==> config.mk <==
export PLATFORM = sky130hd
export DESIGN_NAME = exp_range_reduce_flat
export DESIGN_NICKNAME = d
export VERILOG_FILES = /design/src/rtl/exp_range_reduce_if.sv /design/src/rtl/exp_range_reduce.sv /design/src/flat_wrapper.sv
export SDC_FILE = /design/constraint.sdc
export NUM_CORES = 1
export LEC_CHECK = 0
export ABC_AREA = 1
export BUFFER_PORTS_ARGS = -buffer_cell sky130_fd_sc_hd__buf_2
export CORE_ASPECT_RATIO = 1.75
export CORE_MARGIN = 8
export CORE_UTILIZATION = 48
export DETAILED_ROUTE_END_ITERATION = 12
export PLACE_DENSITY = 0.67
export SYNTH_ARGS = -nofsm -noshare
export SYNTH_HDL_FRONTEND = slang
export SYNTH_SLANG_ARGS = --single-unit
==> constraint.sdc <==
create_clock -name clk -period 19 [get_ports clk]
set_input_delay 2.85 -clock clk [delete_from_list [all_inputs] [get_ports clk]]
set_output_delay 2.85 -clock clk [all_outputs]
set_load 0.05 [all_outputs]
==> src/rtl/exp_range_reduce_if.sv <==
// Sample bus of exp_range_reduce: argument in, CORDIC head and aligned tail out.
// Master drives the argument; slave (the reducer) drives everything else.
interface exp_range_reduce_if #(
   parameter int DATA_WIDTH = 32,
   parameter int K_WIDTH    = 6
);
   logic                         in_valid;
   logic signed [DATA_WIDTH-1:0] x_in;
   logic                         cordic_valid;
   logic signed [DATA_WIDTH-1:0] cordic_x;
   logic signed [DATA_WIDTH-1:0] cordic_y;
   logic signed [DATA_WIDTH-1:0] cordic_z;
   logic                         tail_valid;
   logic signed [K_WIDTH-1:0]    tail_k;
   logic                         tail_ovf;
   logic                         tail_unf;

   modport master (
      output in_valid, x_in,
      input  cordic_valid, cordic_x, cordic_y, cordic_z,
      input  tail_valid, tail_k, tail_ovf, tail_unf
   );

   modport slave (
      input  in_valid, x_in,
      output cordic_valid, cordic_x, cordic_y, cordic_z,
      output tail_valid, tail_k, tail_ovf, tail_unf
   );
endinterface

==> src/rtl/exp_range_reduce.sv <==
// Range reduction x = k*ln2 + r for the hyperbolic-CORDIC exp path.
// Optional clamping and ovf/unf flags are enabled by EXP_RANGE_CLAMP_EN.
module exp_range_reduce #(
   parameter int DATA_WIDTH = 32,
   parameter int K_WIDTH    = 6,
   parameter int CORDIC_LAT = 16,
   parameter logic signed [DATA_WIDTH-1:0] LN2     = 32'sd45426,
   parameter logic signed [DATA_WIDTH-1:0] INV_LN2 = 32'sd94548,
   parameter logic signed [DATA_WIDTH-1:0] INV_KH  = 32'sd79134,
   parameter logic signed [DATA_WIDTH-1:0] X_MAX   = 32'sd681376,
   parameter logic signed [DATA_WIDTH-1:0] X_MIN   = -32'sd726817
) (
   input logic              clk,
   input logic              rst,
   exp_range_reduce_if.slave bus
);
   localparam int PW = 2 * DATA_WIDTH;
   localparam int RW = DATA_WIDTH + K_WIDTH;
   localparam logic signed [K_WIDTH-1:0] K_ONE = 1;

   typedef struct packed {
      logic                      v;
      logic signed [K_WIDTH-1:0] k;
      logic                      ovf;
      logic                      unf;
   } tail_t;

   logic signed [DATA_WIDTH-1:0] xc_d;
   logic                         ovf_d, unf_d;

   logic                         s1_v, s1_ovf, s1_unf;
   logic signed [DATA_WIDTH-1:0] s1_xc;
   logic signed [PW-1:0]         s1_p;

   logic signed [K_WIDTH-1:0]    k0_d;
   logic signed [RW-1:0]         kl, r0w;
   logic                         s2_v, s2_ovf, s2_unf;
   logic signed [DATA_WIDTH-1:0] s2_r;
   logic signed [K_WIDTH-1:0]    s2_k;

   logic signed [DATA_WIDTH-1:0] r_d;
   logic signed [K_WIDTH-1:0]    k_d;
   logic                         s3_v, s3_ovf, s3_unf;
   logic signed [DATA_WIDTH-1:0] s3_r;
   logic signed [K_WIDTH-1:0]    s3_k;

   tail_t s3_t, tl;

   // Invalid samples are zeroed here so every downstream field reads 0.
   always_comb begin
      xc_d  = bus.x_in;
      ovf_d = 1'b0;
      unf_d = 1'b0;
`ifdef EXP_RANGE_CLAMP_EN
      if (bus.x_in > X_MAX) begin
         xc_d  = X_MAX;
         ovf_d = 1'b1;
      end else if (bus.x_in < X_MIN) begin
         xc_d  = X_MIN;
         unf_d = 1'b1;
      end
`endif
      if (!bus.in_valid) begin
         xc_d  = '0;
         ovf_d = 1'b0;
         unf_d = 1'b0;
      end
   end

   always_ff @(posedge clk or posedge rst) begin
      if (rst) begin
         s1_v   <= 1'b0;
         s1_ovf <= 1'b0;
         s1_unf <= 1'b0;
         s1_xc  <= '0;
         s1_p   <= '0;
      end else begin
         s1_v   <= bus.in_valid;
         s1_ovf <= ovf_d;
         s1_unf <= unf_d;
         s1_xc  <= xc_d;
         s1_p   <= xc_d * INV_LN2;
      end
   end

   // Integer part of the Q32.32 product is floor(x/ln2), possibly off by one.
   assign k0_d = s1_p[DATA_WIDTH +: K_WIDTH];
   assign kl   = k0_d * LN2;
   assign r0w  = s1_xc - kl;

   always_ff @(posedge clk or posedge rst) begin
      if (rst) begin
         s2_v   <= 1'b0;
         s2_ovf <= 1'b0;
         s2_unf <= 1'b0;
         s2_r   <= '0;
         s2_k   <= '0;
      end else begin
         s2_v   <= s1_v;
         s2_ovf <= s1_ovf;
         s2_unf <= s1_unf;
         s2_r   <= r0w[DATA_WIDTH-1:0];
         s2_k   <= k0_d;
      end
   end

   always_comb begin
      r_d = s2_r;
      k_d = s2_k;
      if (s2_r[DATA_WIDTH-1]) begin
         r_d = s2_r + LN2;
         k_d = s2_k - K_ONE;
      end else if (s2_r >= LN2) begin
         r_d = s2_r - LN2;
         k_d = s2_k + K_ONE;
      end
   end

   always_ff @(posedge clk or posedge rst) begin
      if (rst) begin
         s3_v   <= 1'b0;
         s3_ovf <= 1'b0;
         s3_unf <= 1'b0;
         s3_r   <= '0;
         s3_k   <= '0;
      end else begin
         s3_v   <= s2_v;
         s3_ovf <= s2_ovf;
         s3_unf <= s2_unf;
         s3_r   <= r_d;
         s3_k   <= k_d;
      end
   end

   assign bus.cordic_valid = s3_v;
   assign bus.cordic_x     = s3_v ? INV_KH : '0;
   assign bus.cordic_y     = '0;
   assign bus.cordic_z     = s3_r;

   assign s3_t = '{v: s3_v, k: s3_k, ovf: s3_ovf, unf: s3_unf};

   generate
      if (CORDIC_LAT == 0) begin : g_pass
         assign tl = s3_t;
      end else begin : g_dly
         tail_t dly [CORDIC_LAT];
         always_ff @(posedge clk or posedge rst) begin
            if (rst) begin
               for (int i = 0; i < CORDIC_LAT; i++) dly[i] <= '0;
            end else begin
               dly[0] <= s3_t;
               for (int i = 1; i < CORDIC_LAT; i++) dly[i] <= dly[i-1];
            end
         end
         assign tl = dly[CORDIC_LAT-1];
      end
   endgenerate

   assign bus.tail_valid = tl.v;
   assign bus.tail_k     = tl.k;
   assign bus.tail_ovf   = tl.ovf;
   assign bus.tail_unf   = tl.unf;

   logic unused_p;
   assign unused_p = ^{s1_p[PW-1:RW], s1_p[DATA_WIDTH-1:0]};
`ifndef EXP_RANGE_CLAMP_EN
   logic unused_cfg;
   assign unused_cfg = ^{X_MAX, X_MIN};
`endif
endmodule

==> src/flat_wrapper.sv <==
// flat-port wrapper written by rule: the top's interface ports become plain ports
module exp_range_reduce_flat 
#(
   parameter int DATA_WIDTH = 32,
   parameter int K_WIDTH    = 6,
   parameter int CORDIC_LAT = 16,
   parameter logic signed [DATA_WIDTH-1:0] LN2     = 32'sd45426,
   parameter logic signed [DATA_WIDTH-1:0] INV_LN2 = 32'sd94548,
   parameter logic signed [DATA_WIDTH-1:0] INV_KH  = 32'sd79134,
   parameter logic signed [DATA_WIDTH-1:0] X_MAX   = 32'sd681376,
   parameter logic signed [DATA_WIDTH-1:0] X_MIN   = -32'sd726817
)
  (clk, rst, bus_in_valid, bus_x_in, bus_cordic_valid, bus_cordic_x, bus_cordic_y, bus_cordic_z, bus_tail_valid, bus_tail_k, bus_tail_ovf, bus_tail_unf);
  exp_range_reduce_if #(.DATA_WIDTH(DATA_WIDTH), .K_WIDTH(K_WIDTH)) bus_i ();
  input logic clk;
  input logic rst;
  input wire logic [$bits(bus_i.in_valid)-1:0] bus_in_valid;
  input wire logic [$bits(bus_i.x_in)-1:0] bus_x_in;
  output wire logic [$bits(bus_i.cordic_valid)-1:0] bus_cordic_valid;
  output wire logic [$bits(bus_i.cordic_x)-1:0] bus_cordic_x;
  output wire logic [$bits(bus_i.cordic_y)-1:0] bus_cordic_y;
  output wire logic [$bits(bus_i.cordic_z)-1:0] bus_cordic_z;
  output wire logic [$bits(bus_i.tail_valid)-1:0] bus_tail_valid;
  output wire logic [$bits(bus_i.tail_k)-1:0] bus_tail_k;
  output wire logic [$bits(bus_i.tail_ovf)-1:0] bus_tail_ovf;
  output wire logic [$bits(bus_i.tail_unf)-1:0] bus_tail_unf;
  assign bus_i.in_valid = bus_in_valid;
  assign bus_i.x_in = bus_x_in;
  assign bus_cordic_valid = bus_i.cordic_valid;
  assign bus_cordic_x = bus_i.cordic_x;
  assign bus_cordic_y = bus_i.cordic_y;
  assign bus_cordic_z = bus_i.cordic_z;
  assign bus_tail_valid = bus_i.tail_valid;
  assign bus_tail_k = bus_i.tail_k;
  assign bus_tail_ovf = bus_i.tail_ovf;
  assign bus_tail_unf = bus_i.tail_unf;
  exp_range_reduce #(.DATA_WIDTH(DATA_WIDTH), .K_WIDTH(K_WIDTH), .CORDIC_LAT(CORDIC_LAT), .LN2(LN2), .INV_LN2(INV_LN2), .INV_KH(INV_KH), .X_MAX(X_MAX), .X_MIN(X_MIN)) u_core (.clk(clk), .rst(rst), .bus(bus_i));
endmodule
# After elaboration in Yosys (flattened, before gate mapping)
# Cells that the tools add are included.
word_totals:
  inputBits: 35
  out_inout_bits: 106
  ff_bits: 259
op_classes:
  mux: 6
  addsub: 5
  multipliers: 2
  n_lt_le_gt_ge: 1
ops:
  columns: ["cell", "count"]
  rows:
  - ["$mux 32", 3]
  - ["$mul 32x16->36 const B", 1]
  - ["$add 32x17->32 const B", 1]
  - ["$ge 32x17->1 const B", 1]
  - ["$sub 32x17->32 const B", 1]
  - ["$sub 32x23->32", 1]
  - ["$mul 6x16->22 const B", 1]
  - ["$mux 17", 1]
  - ["$mux 6", 2]
  - ["$add 6x2->6 const B", 1]
  - ["$sub 6x2->6 const B", 1]

# Logic depth before layout (Yosys ltp)
# Gate-level depths: netlist of run 1.
logic_depth:
  word_depth: 3
  mapped_depth: 29
  ltp_nobuf: 29

# Worst setup path after synthesis of run 1
# No wires, ideal clock.
synth_timing:
  kind: "input to register"
  startpoint: "input port bus_in_valid"
  endpoint: "register u_core.s1_p[32]"
  cell_stages: 21
  arrival_time_ns: 7.935
  path_slack_ns: 10.948
  path_buffers: 2
  cell_sequence: "buf_2 buf_1 nand2_1 inv_1 fa_1 ha_1 fa_1 fa_1 inv_1 fa_1 fa_1 inv_1 ha_1 a21oi_1 o21ai_0 a21oi_1 nor2_1 a2111oi_0 nand2_1 nand2_1 nand2_1"
synth_between:
  elab_chain_cells: 2
synth_lines:
  columns: ["element", "line_no", "text"]
  rows:
  - ["start: declaration", "flat_wrapper.sv:17", "input wire logic [$bits(bus_i.in_valid)-1:0] bus_in_valid;"]
  - ["$mux 32", "exp_range_reduce.sv:63", "if (!bus.in_valid) begin"]
  - ["via u_core.xc_d[7]", "exp_range_reduce.sv:28", "logic signed [DATA_WIDTH-1:0] xc_d;"]
  - ["$mul 32x16->36", "exp_range_reduce.sv:82", "s1_p <= xc_d * INV_LN2;"]
  - ["end signal: assignment", "exp_range_reduce.sv:82", null]
  - ["end: declaration", "exp_range_reduce.sv:33", "logic signed [PW-1:0] s1_p;"]
# The timed path passes the listed nets, and every way through them passes these cells.

# Worst setup path in the final report of run 1
layout_timing:
  startpoint: "input port bus_in_valid"
  endpoint: "register u_core.s1_p[32]"
layout_between:
  elab_chain_cells: 2
layout_lines:
  columns: ["element", "line_no"]
  rows:
  - ["$mux 32", "exp_range_reduce.sv:63"]
  - ["$mul 32x16->36", "exp_range_reduce.sv:82"]
# No other way between the ends.

==> results_dict.tcl, run 1 <==
set metrics [dict create \
    status "finished, final reports clean" \
    grt_max_degree 99 \
    rows 96 \
    postCtsSetupBuffers 0 \
    cp-end-kind "flop" \
    dr.pass1.iters 5 \
    overflow 0 \
    nFillCells 3695 \
    track_usage_pct 19.7 \
    cts_sinks 229 \
    die_w_um 166 \
    port-buffer-count 83 \
    finalNonFillerCells 2682 \
    crit_path_cell_trace "buf_2 -> nand2_1 -> fa_1 -> inv_1 -> ha_1 -> fa_1 -> fa_1 -> inv_1 -> fa_1 -> fa_1 -> inv_1 -> ha_1 -> nand2_1 -> inv_1 -> a21oi_1 -> o21ai_0 -> a21oi_1 -> nor2_1 -> a2111oi_0 -> nand2_1 -> nand2_1 -> nand2_1" \
    cts_resized 0 \
    crit_required_ns 19.44 \
    numCtsBuffers 23 \
    cts-root-buf "clkbuf_16" \
    area_delta_synth_final_pct 7.23 \
    max_freq_mhz 121 \
    preCtsSetupSlack_ns 10.26 \
    cts.clk_slew.worst_paths_ns 0.07 \
    avgSynthCellArea_um2 9.02 \
    clock_skew_ns 0.0123 \
    ctsLongestPathBuffers 3 \
    drt_wl_total_um 45300 \
    final_cell_mix "523 x inv_1, 297 x nand2_1, 229 x dfrtp_1, 228 x ha_1, 159 x fa_1" \
    slew-limit-headroom_pct 43.3 \
    fin_setup_tns_ns 0 \
    yosys_warnings 0 \
    synth_cell_types 51 \
    fin_crit_ns 8.26 \
    nets 2599 \
    finalSetupViolCount 0 \
    drt-initial-drc-count 497 \
    ys_ff_latch 229 \
    initial_core_util_pct 48.4 \
    critPathKind "in2reg" \
    cp-start-kind "input port" \
    ios 141 \
    wire_per_inst_um 16.9 \
    worst_slew_pin_slew_ns 0.850 \
    route.vias.total 13500 \
    gp_congestion 0.928 \
    antenna_left 0 \
    htreeDepth 1 \
    clk_latency_ns 0.54 \
    mostFrequentLayoutCell "inv_1" \
    antenna_found_initial 0 \
    max_stage_delay_ns 0.64 \
    cap_viol_max_count 0 \
    synthCells 2103 \
    synth-seq-area-share_pct 30.2 \
    viasPerCell 5.04 \
    dieHeight_um 279 \
    drc 0 \
    timing.final.ws_setup_ns 10.74 \
    grt_pass1_vias 14700 \
    holdBufCountCts 0 \
    crit_slowest_cell "fa_1" \
    critPathMaxFanout 33 \
    report.final.slew_viol_count 0 \
    period_share_pct 43.5 \
    place_inst 2642 \
    worstHoldPathType "reg2reg" \
    die-area_um2 46400 \
    core_um2 39200 \
    final_util_pct 51.9 \
    rsz0062_at_grt "false" \
    dp_hpwl_um 38200 \
    arrival_ns 8.70 \
    grt_first_pass_wirelength_um 73000 \
    drive_gt1_share_pct 7.76 \
    hold_violations 0 \
    antenna_cells 0 \
    cts_tree "built" \
    synth_area_um2 19000 \
]
-- layer usage --
layer  GRT usage (%)  part of all wire, %  routed length (um)  vias up
met3            2.15                  3.2                1440      151
li1                -                    -                   -     6493
met1            18.5                   34               15500     6572
met5               0                    0                   0        -
met4            12.6                  6.7                3020        0
met2            39.5                   56               25300      312
-- sequential cells by signal, summed over array words and instances, names as in the netlist --
name and count:
u_core.s1_v 1, u_core.s1_xc 32, u_core.g_dly.dly 105, u_core.s3_k 6, u_core.s2_r 32, u_core.bus.tail_k 6, u_core.bus.cordic_z 32, u_core.s1_p 6
u_core.s2_k 6, u_core.bus.cordic_valid 1, u_core.bus.tail_valid 1, u_core.s2_v 1
-- final timing paths --
| path | from | endpoint | slack [ns] | depth (start not counted) |
|---|---|---|---|---|
| setup / recovery | bus_in_valid | u_core.s1_p[32] | 10.74 | 22 |
| hold / removal | u_core.g_dly.dly[122] | u_core.g_dly.dly[113] | 0.34 | 0 |
| setup reg to reg | u_core.s1_p[37] | u_core.s2_r[28] | 12.19 | 28 |
| hold reg to reg | u_core.g_dly.dly[122] | u_core.g_dly.dly[113] | 0.34 | 0 |
| max in group asynchronous | rst | u_core.s2_r[6] | 15.29 | 3 |
| min in group asynchronous | rst | u_core.bus.cordic_z[11] | 2.43 | 2 |
-- final cells by class --
type                    count  area (um2)  share of cell area, %
multi-input cells        1304       10800                   53.0
flip-flops and latches    229        5730                   28.2
inverters                 531        2000                   9.85
clock buffers              31         646                   3.17
well taps                 490         613                   3.01
repair buffers             88         453                   2.23
clock inverters             9         104                  0.511
-- Yosys cell counts, drive strengths merged --
library cell  number  share of area, %
a21boi             3              0.12
a21oi             79               2.2
a31oi             10              0.33
o221ai             1             0.046
nand4             37               1.2
nand2            317               6.6
o2111ai            1             0.046
a211oi             1             0.040
xor2              76               3.5
o21ai             65               1.7
inv              531                11
fa               159                17
o2111a             1             0.059
conb               1             0.020
o41ai              6              0.28
dfrtp            229                30
nor2             105               2.3
nor3              26              0.69
a2111oi            1             0.046
o22ai              3              0.13
clkbuf            10              0.20
or2                1             0.033
xnor2             24               1.1
o211ai             9              0.36
nand3             54               1.5
o21a               2             0.079
nor4              11              0.36
o21bai             8              0.32
a22o               5              0.23
and3               1             0.033
a21o               5              0.20
o31ai              2             0.079
buf               85               3.3
ha               228                15
nand3b             5              0.20
o32ai              1             0.046
-- critical path, delay by kind of cell --
kind / cells / cell delay, ns
simple gates: 6 / 0.77
buf+inv: 5 / 0.72
compound gates: 4 / 0.94
fa+ha+maj: 7 / 3.36
-- stage by stage --
step	area (um2)	hold WS, ns
5_1_grt	20300	0.352
2_1_floorplan	19200	0.331
3_3_place_gp	19600	0.332
4_1_cts	20300	0.344
6_report	20300	0.341
3_5_place_dp	19600	0.335
-- cells by family after synthesis --
family	share of synthesized area (%)
AND/OR/NAND/NOR	12.9
XOR/XNOR	4.66
flip-flops	30.2
other	0.0198
AO/OA/AOI/OAI	6.36
adder cells (fa/ha/maj)	31.8
buffers and inverters	14.0
Power of run 1 is not shown: default switching activity piles up to over one toggle a cycle in this logic, so the estimate is an artifact.
==> run 2, diff against run 1 <==
- clock period: 19 -> 8.4 ns (I/O delays scaled with it)
==> run 2 against run 1 <==
Routed wire length increased by 2.3%. First-iteration DRC count increased by 21%. Hold slack improved by 0.0051 ns.
==> results_dict.tcl, run 2 (synthesis results as in run 1) <==
set metrics [dict create \
    clk_latency_ns 0.54 \
    htreeDepth 1 \
    drt-initial-drc-count 603 \
    cp-end-kind "flop" \
    dp_hpwl_um 39100 \
    nFillCells 3703 \
    nets 2600 \
    rr_worst_depth 28 \
    overflow 0 \
    largest_reg_flops 105 \
    route.vias.total 13400 \
    cp-start-kind "input port" \
    drive_gt1_share_pct 7.84 \
    holdBufCountCts 0 \
    min_path_cells 0 \
    antenna_found_initial 0 \
    antenna_left 0 \
    cts_tree "built" \
    mostFrequentLayoutCell "inv_1" \
    grt_first_pass_wirelength_um 74300 \
    wire_per_inst_um 17.3 \
    gp_congestion 0.978 \
    status "finished, final reports clean" \
    rows 96 \
    cts.clk_slew.worst_paths_ns 0.06 \
    cts-root-buf "clkbuf_16" \
    report.final.slew_viol_count 0 \
    fin_setup_tns_ns 0 \
    core_um2 39200 \
    period_share_pct 79.7 \
    cap_viol_max_count 0 \
    numCtsBuffers 23 \
    critPathKind "in2reg" \
    critPathMaxFanout 33 \
    initial_core_util_pct 48.4 \
    viasPerCell 5.01 \
    regMostFlops "u_core.g_dly.dly" \
    final_cell_mix "523 x inv_1, 297 x nand2_1, 229 x dfrtp_1, 228 x ha_1, 159 x fa_1" \
    track_usage_pct 20.2 \
    port-buffer-count 83 \
    die_w_um 166 \
    max_freq_mhz 149 \
    fin_crit_ns 6.69 \
    hold_violations 0 \
    grt_pass1_vias 14700 \
    drt_wl_total_um 46300 \
    arrival_ns 7.13 \
    worst_slew_pin_slew_ns 0.869 \
    grt_max_degree 109 \
    slew-limit-headroom_pct 42.1 \
    area_delta_synth_final_pct 7.28 \
    clock_skew_ns 0.00846 \
    postCtsSetupBuffers 0 \
    dr.pass1.iters 5 \
    die-area_um2 46400 \
    cts_resized 0 \
    dieHeight_um 279 \
    rsz0062_at_grt "false" \
    crit_required_ns 8.84 \
    antenna_cells 0 \
    ctsLongestPathBuffers 3 \
    cts_sinks 229 \
    finalSetupViolCount 0 \
    drc 0 \
    ios 141 \
    worstHoldPathType "reg2reg" \
]
[run 2: routing by layer]
| layer | global-route usage (%) | share of wire [%] | vias to the layer above |
|---|---|---|---|
| met5 | 0 | 0 | - |
| met4 | 12.6 | 6.5 | 0 |
| met3 | 2.35 | 3.2 | 141 |
| met2 | 41.1 | 57 | 308 |
| met1 | 18.4 | 33 | 6496 |
| li1 | - | - | 6495 |
[run 2: area by class of cell]
class / count / area (um2) / share of cell area (%)
repair buffers: 89 / 460 / 2.26
well taps: 490 / 613 / 3.01
flip-flops and latches: 229 / 5730 / 28.2
clock inverters: 14 / 165 / 0.812
clock buffers: 26 / 587 / 2.88
inverters: 531 / 2000 / 9.84
multi-input cells: 1304 / 10800 / 53.0
[run 2: final timing paths]
path	start	end	slack [ns]
worst max-delay path	bus_in_valid	u_core.s1_p[32]	1.71
worst min-delay path	u_core.g_dly.dly[114]	u_core.g_dly.dly[105]	0.35
worst max register to register	u_core.s1_p[36]	u_core.s2_r[28]	1.88
worst min register to register	u_core.g_dly.dly[114]	u_core.g_dly.dly[105]	0.35
max in group asynchronous	rst	u_core.s2_r[3]	6.18
min in group asynchronous	rst	u_core.bus.cordic_z[13]	0.85
[run 2: per-stage QoR]
stage / hold slack [ns] / worst slack, ns / utilization, % / cells / area [um2]
global placement: 0.333 / 1.29 / 50.0 / 2643 / 19600
detailed placement: 0.335 / 1.15 / 50.0 / 2643 / 19600
CTS: 0.348 / 1.70 / 52.0 / 2683 / 20300
global route: 0.352 / 1.16 / 52.0 / 2683 / 20300
finish: 0.346 / 1.71 / 52.0 / 2683 / 20300
floorplan: 0.331 / 0.864 / - / 2159 / 19200
[run 2: critical path, cell delays in order]
cell	delay, ns
buf_2	0.52
nand2_1	0.28
inv_1	0.34
fa_1	0.49
ha_1	0.31
fa_1	0.55
fa_1	0.56
inv_1	0.05
fa_1	0.51
fa_1	0.56
inv_1	0.05
ha_1	0.33
a21oi_1	0.25
o21ai_0	0.15
a21oi_1	0.15
nor2_1	0.05
a2111oi_0	0.47
nand2_1	0.10
nand2_1	0.08
nand2_1	0.04
Power of run 2 is left out for the same reason.
